==> src/rtl/fdc_pkg.sv <==
// Shared types for the floppy-controller SD channel arbiter.
package fdc_pkg;

  localparam int FDC_MAX_DRV = 4;

  typedef enum logic [1:0] {IDLE, ISSUE, XFER, GAP} arb_state_t;
  typedef logic [31:0] lba_t;
  typedef logic [$clog2(FDC_MAX_DRV)-1:0] drv_idx_t;

  // Reduce (last + offset) back into 0..num-1; the sum never reaches 2*num.
  function automatic drv_idx_t wrap_idx(input logic [2:0] sum, input logic [2:0] num);
    return drv_idx_t'((sum >= num) ? sum - num : sum);
  endfunction

endpackage

==> src/rtl/fdc_rr_pick.sv <==
// Combinational round-robin picker: first requester after 'last', wrapping modulo NUM_DRV.
module fdc_rr_pick
  import fdc_pkg::*;
#(
  parameter int NUM_DRV = 4
) (
  input  logic [NUM_DRV-1:0] req,
  input  logic [1:0]         last,
  output logic               valid,
  output logic [1:0]         idx
);

  logic [1:0]         cand [NUM_DRV];
  logic [NUM_DRV-1:0] hit;

  genvar gi;
  generate
    for (gi = 0; gi < NUM_DRV; gi++) begin : g_cand
      // cand[0] is the drive right after 'last', cand[NUM_DRV-1] is 'last' itself
      assign cand[gi] = wrap_idx({1'b0, last} + 3'(gi + 1), 3'(NUM_DRV));
      assign hit[gi]  = req[cand[gi]];
    end
  endgenerate

  always_comb begin
    valid = |hit;
    idx   = '0;
    for (int k = NUM_DRV - 1; k >= 0; k--) begin
      if (hit[k]) begin
        idx = cand[k];
      end
    end
  end

endmodule

==> src/rtl/fdc_sd_arbiter.sv <==
// Round-robin share of the host SD block channel among the fdc drives.
// Optional ISSUE watchdog with sticky timeout_err: define FDC_ARB_TIMEOUT_EN.
module fdc_sd_arbiter
  import fdc_pkg::*;
#(
  parameter int          NUM_DRV        = 4,
  parameter logic [23:0] TIMEOUT_CYCLES = 24'd10_000_000
) (
  input  logic                   CLK,
  input  logic                   RESET_N,
  input  logic [NUM_DRV-1:0]     drv_rd,
  input  logic [NUM_DRV-1:0]     drv_wr,
  input  logic [32*NUM_DRV-1:0]  drv_lba,
  input  logic [8*NUM_DRV-1:0]   drv_buff_din,
  output logic [NUM_DRV-1:0]     drv_ack,
  output logic [NUM_DRV-1:0]     drv_buff_wr,
  output logic [31:0]            sd_lba,
  output logic                   sd_rd,
  output logic                   sd_wr,
  input  logic                   sd_ack,
  input  logic                   sd_buff_wr,
  output logic [7:0]             sd_buff_din,
  output logic [1:0]             grant,
  output logic                   busy
`ifdef FDC_ARB_TIMEOUT_EN
  ,
  output logic                   timeout_err
`endif
);

  arb_state_t state_reg, state_next;
  drv_idx_t   grant_reg, grant_next;
  drv_idx_t   last_grant_reg, last_grant_next;
  drv_idx_t   pick_idx;
  lba_t       sd_lba_reg, sd_lba_next;
  logic       sd_rd_reg, sd_rd_next;
  logic       sd_wr_reg, sd_wr_next;
  logic       busy_reg;
  logic       pick_valid;
  logic       tmo_pulse;
  logic       ack_route;
  logic       xfer_route;

  logic [NUM_DRV-1:0] drv_req;
  lba_t               lba_arr [NUM_DRV];
  logic [7:0]         din_arr [NUM_DRV];

`ifdef FDC_ARB_TIMEOUT_EN
  logic [23:0] tmo_cnt_reg, tmo_cnt_next;
  logic        tmo_pulse_reg, tmo_pulse_next;
  logic        timeout_err_reg, timeout_err_next;
`endif

  assign drv_req = drv_rd | drv_wr;

  genvar gi;
  generate
    for (gi = 0; gi < NUM_DRV; gi++) begin : g_drv
      assign lba_arr[gi]     = drv_lba[32*gi +: 32];
      assign din_arr[gi]     = drv_buff_din[8*gi +: 8];
      assign drv_ack[gi]     = (grant_reg == drv_idx_t'(gi)) &&
                               ((ack_route && sd_ack) || tmo_pulse);
      assign drv_buff_wr[gi] = (grant_reg == drv_idx_t'(gi)) && xfer_route && sd_buff_wr;
    end
  endgenerate

  fdc_rr_pick #(
    .NUM_DRV (NUM_DRV)
  ) u_pick (
    .req   (drv_req),
    .last  (last_grant_reg),
    .valid (pick_valid),
    .idx   (pick_idx)
  );

  // ISSUE is included so the drive sees ack on the very cycle it rises
  assign ack_route  = (state_reg == ISSUE) || (state_reg == XFER);
  assign xfer_route = (state_reg == XFER);

  always_comb begin
    state_next      = state_reg;
    grant_next      = grant_reg;
    last_grant_next = last_grant_reg;
    sd_lba_next     = sd_lba_reg;
    sd_rd_next      = sd_rd_reg;
    sd_wr_next      = sd_wr_reg;
`ifdef FDC_ARB_TIMEOUT_EN
    tmo_cnt_next     = tmo_cnt_reg;
    tmo_pulse_next   = 1'b0;
    timeout_err_next = timeout_err_reg;
`endif
    case (state_reg)
      IDLE: begin
        if (pick_valid) begin
          grant_next  = pick_idx;
          sd_lba_next = lba_arr[pick_idx];
          sd_rd_next  = drv_rd[pick_idx];
          sd_wr_next  = drv_wr[pick_idx] && !drv_rd[pick_idx];
          state_next  = ISSUE;
`ifdef FDC_ARB_TIMEOUT_EN
          tmo_cnt_next = '0;
`endif
        end
      end
      ISSUE: begin
        if (sd_ack) begin
          sd_rd_next = 1'b0;
          sd_wr_next = 1'b0;
          state_next = XFER;
        end else if (!drv_req[grant_reg]) begin
          // withdrawn before the host answered: no turn is consumed
          sd_rd_next = 1'b0;
          sd_wr_next = 1'b0;
          state_next = IDLE;
        end
`ifdef FDC_ARB_TIMEOUT_EN
        else if (tmo_cnt_reg == TIMEOUT_CYCLES - 24'd1) begin
          sd_rd_next       = 1'b0;
          sd_wr_next       = 1'b0;
          tmo_pulse_next   = 1'b1;
          timeout_err_next = 1'b1;
          state_next       = GAP;
        end else begin
          tmo_cnt_next = tmo_cnt_reg + 24'd1;
        end
`endif
      end
      XFER: begin
        if (!sd_ack) begin
          state_next = GAP;
        end
      end
      GAP: begin
        last_grant_next = grant_reg;
        state_next      = IDLE;
      end
      default: begin
        state_next = IDLE;
      end
    endcase
  end

  always_ff @(posedge CLK or negedge RESET_N) begin
    if (!RESET_N) begin
      state_reg      <= IDLE;
      grant_reg      <= '0;
      last_grant_reg <= drv_idx_t'(NUM_DRV - 1);
      sd_lba_reg     <= '0;
      sd_rd_reg      <= 1'b0;
      sd_wr_reg      <= 1'b0;
      busy_reg       <= 1'b0;
    end else begin
      state_reg      <= state_next;
      grant_reg      <= grant_next;
      last_grant_reg <= last_grant_next;
      sd_lba_reg     <= sd_lba_next;
      sd_rd_reg      <= sd_rd_next;
      sd_wr_reg      <= sd_wr_next;
      busy_reg       <= (state_next != IDLE);
    end
  end

`ifdef FDC_ARB_TIMEOUT_EN
  always_ff @(posedge CLK or negedge RESET_N) begin
    if (!RESET_N) begin
      tmo_cnt_reg     <= '0;
      tmo_pulse_reg   <= 1'b0;
      timeout_err_reg <= 1'b0;
    end else begin
      tmo_cnt_reg     <= tmo_cnt_next;
      tmo_pulse_reg   <= tmo_pulse_next;
      timeout_err_reg <= timeout_err_next;
    end
  end

  assign tmo_pulse   = tmo_pulse_reg;
  assign timeout_err = timeout_err_reg;
`else
  logic unused_tmo_cfg;
  assign unused_tmo_cfg = ^TIMEOUT_CYCLES;
  assign tmo_pulse      = 1'b0;
`endif

  assign sd_lba      = sd_lba_reg;
  assign sd_rd       = sd_rd_reg;
  assign sd_wr       = sd_wr_reg;
  assign grant       = grant_reg;
  assign busy        = busy_reg;
  assign sd_buff_din = din_arr[grant_reg];

endmodule

==> config.mk <==
export PLATFORM = sky130hd
export DESIGN_NAME = fdc_sd_arbiter
export DESIGN_NICKNAME = d
export VERILOG_FILES = /design/src/rtl/fdc_pkg.sv /design/src/rtl/fdc_rr_pick.sv /design/src/rtl/fdc_sd_arbiter.sv
export SDC_FILE = /design/constraint.sdc
export NUM_CORES = 1
export LEC_CHECK = 0
export CORE_AREA = 2 2 87 89
export CTS_CLUSTER_SIZE = 10
export DETAILED_ROUTE_END_ITERATION = 8
export DIE_AREA = 0 0 89 91
export DONT_BUFFER_PORTS = 1
export SETUP_SLACK_MARGIN = 0.02
export SLEW_MARGIN = 10
export SYNTH_ARGS = -nofsm -noshare
export SYNTH_HDL_FRONTEND = slang
export SYNTH_SLANG_ARGS = --single-unit
==> constraint.sdc <==
create_clock -name CLK -period 2.1 [get_ports CLK]
set_input_delay 0.315 -clock CLK [delete_from_list [all_inputs] [get_ports CLK]]
set_output_delay 0.315 -clock CLK [all_outputs]
set_load 0.005 [all_outputs]
==> reports/results.ini <==
[floorplanning]
io_pins=225
rows=31
die_h_um=91
die-area_mm2=0.00810
die_w_um=89
coreArea_mm2=0.00714
initial_core_util_pct=41.8

[critical_path]
cp_max_fo=26
r2r-start=last_grant_reg[1]
crit_start=last_grant_reg[1]
required_ns=2.28
crit_arrival_ns=2.15
cpMaxStageDelayCell=dfstp_2
regToRegSetupSlack_ns=0.13
rr_worst_depth=6
timing.rr.end=sd_lba[20]
criticalPathCategory=reg -> reg
critPathLaunchType=flop
crit_chain=o21ai_1 > a22o_1 > a211o_4 > buf_12 > mux2i_1 > a221oi_1
max_stage_delay_ns=0.58
cp-end-kind=flop

[logic_synthesis]
ys_seq_elements=41
yosysMostFrequentCell=mux2i_1
synth_commonest_cells=mux2i_1 (66), dfrtp_1 (39), nand2_1 (35)
synth-seq-area-share_pct=34.5
synth.largest_area_cell=dfrtp_1
syn_nets=454
postSynthCellCount=278
ys_top_cells_by_area=dfrtp_1 (33%), mux2i_1 (22%), mux4_2 (6.8%)
synthArstFlopShare_pct=100
synth_area_per_cell_um2=10.7
ys.warnings.count=0
synth_top_area_share_pct=32.7
synth.distinct_cells=47
synth_edf_count=0
ys.flop_type=dfrtp_1
syn_area_mm2=0.00298

[power]
irDropWorstVdd_mv=0.596
p_per_area_mw_per_mm2=1560
power_leakage_nw=1.41
power.total_w=0.00498

[place]
preCtsSetupSlack_ns=0.0691
port_buffers=0
hpwlAfterDp_um=5860
globalplace.congestion=0.815

[timing]
fin_crit_sh_pct=94.0
skew_ns=0.00861
finalHoldViolCount=0
setup_tns_ns=0
worstMarginPinSlew_ns=0.360
fmax_mhz=507
setup_viol_count_final=0
relSlewSlack_pct=76.0
worst_slack_ns=0.127
final_max_slew_viol_count=0
rsz0062_at_grt=false
fin_crit_ns=1.97

[clock_tree]
cts_tree=built
cts_buffers=5
cts_buffer_depth=2
htreeDepth=2
clk_latency_ns=0.29
cts-root-buf=clkbuf_8
clk_pin_slew_worst_paths_ns=0.08
clock-sinks=41

[cells_and_area]
largest_register_ffs=32
multi_input_area_mm2=0.00179
final_nets=452
nFillCells=699
drive_gt1_share_pct=17.7
area_growth_pct=6.80
diodes=0
seq_area_mm2=0.00103
fin_util_pct=44.6

[global_route]
antenna_found_initial=0
grt_util_met2_pct=30.8
track_usage_pct=18.0
gr-total-overflow=0
grt_pass1_wl_um=11500
grt_pass1_vias=2294
use_met3_pct=4.18
grt.busiest_layer=met2
grt_max_degree=42
met1_usage_pct=22.9

[route]
drtPass1Iterations=4
viasPerCell=6.01
drt_iter0_markers=71
postRouteAntennaNets=0
vias=2258
drt-total-wl_um=7600
drc_errors=0
wl_per_cell_um=20.2

[hold_path]
worstHoldStart=sd_ack
min_to=state_reg[0]
hold_path.class=in -> reg
hold_depth=1

[run]
drv_cap=0

[status]
run_status=finished clean

## layout make-up
cell class | count | area share (%)
sequential | 41 | 32.3
timing repair buffer | 13 | 4.32
clock inverter | 3 | 0.550
inverter | 5 | 0.589
multi-input combinational | 210 | 56.2
tap | 99 | 3.89
clock buffer | 5 | 2.16
## cells in the final DEF, fill, tap and decap left out, drive strengths merged, types with 2 or more instances in the layout
cell	n
clkinv	2
or2	5
nor2	19
nand2b	2
o21ai	5
mux4	9
a32oi	3
and3	3
buf	12
a221oi	7
mux2	2
o221ai	25
a21oi	3
clkbuf	5
mux2i	66
or4	2
ha	4
dfrtp	39
dfstp	2
inv	5
nor3	2
nand2	36
and2	2
## worst max-delay path by stage
stage / cells past startpoint / slack (ns) / end
after detailed placement: 5 / 0.07 / sd_lba[21]
final: 6 / 0.13 / sd_lba[20]
after global routing: 6 / 0.04 / sd_lba[20]
after CTS: 6 / 0.12 / sd_lba[25]
after global placement: 6 / 0.15 / sd_lba[25]
after floorplan: 8 / 0.19 / sd_lba[12]
## stage by stage
step	instances	hold WS, ns	instance area, um2
2_1_floorplan	278	0.0194	2980
3_3_place_gp	363	0.0204	3040
3_5_place_dp	363	0.0204	3040
4_1_cts	373	0.166	3160
5_1_grt	376	0.181	3190
6_report	376	0.179	3190
## kinds of logic after synthesis
logic type,count (synthesis),share of synthesized area [%]
compound gates,55,16.8
fa+ha+maj,4,1.68
buf+inv,27,6.04
flops,41,34.5
mux,77,29.7
simple gates,74,11.3
## layer usage
metal,vias to the layer above,part of all wire (%)
li1,1048,-
met5,-,0
met3,4,7.7
met4,0,0.70
met1,1094,39
met2,112,53
## worst max-delay path, delay by kind of cell, from the launching register on
family / cells / cell delay, ns
flops: 1 / 0.58
mux: 1 / 0.14
buf+inv: 1 / 0.18
compound gates: 4 / 0.95
## where the power goes
part           internal (W)  switching [W]  total, W
combinational       0.00137        0.00155   0.00293
clock              0.000230       0.000271  0.000501
sequential          0.00121       0.000345   0.00156
total               0.00282        0.00217   0.00498
## repair_timing
action | CTS | global route
endpoints found under the hold margin | 41 | 0
endpoints found under the setup margin | 0 | 24
setup buffers | 0 | 3
hold buffers | 2 | 0
resized for setup | 0 | 1
Note: power is estimated with default switching activity, not from simulation.
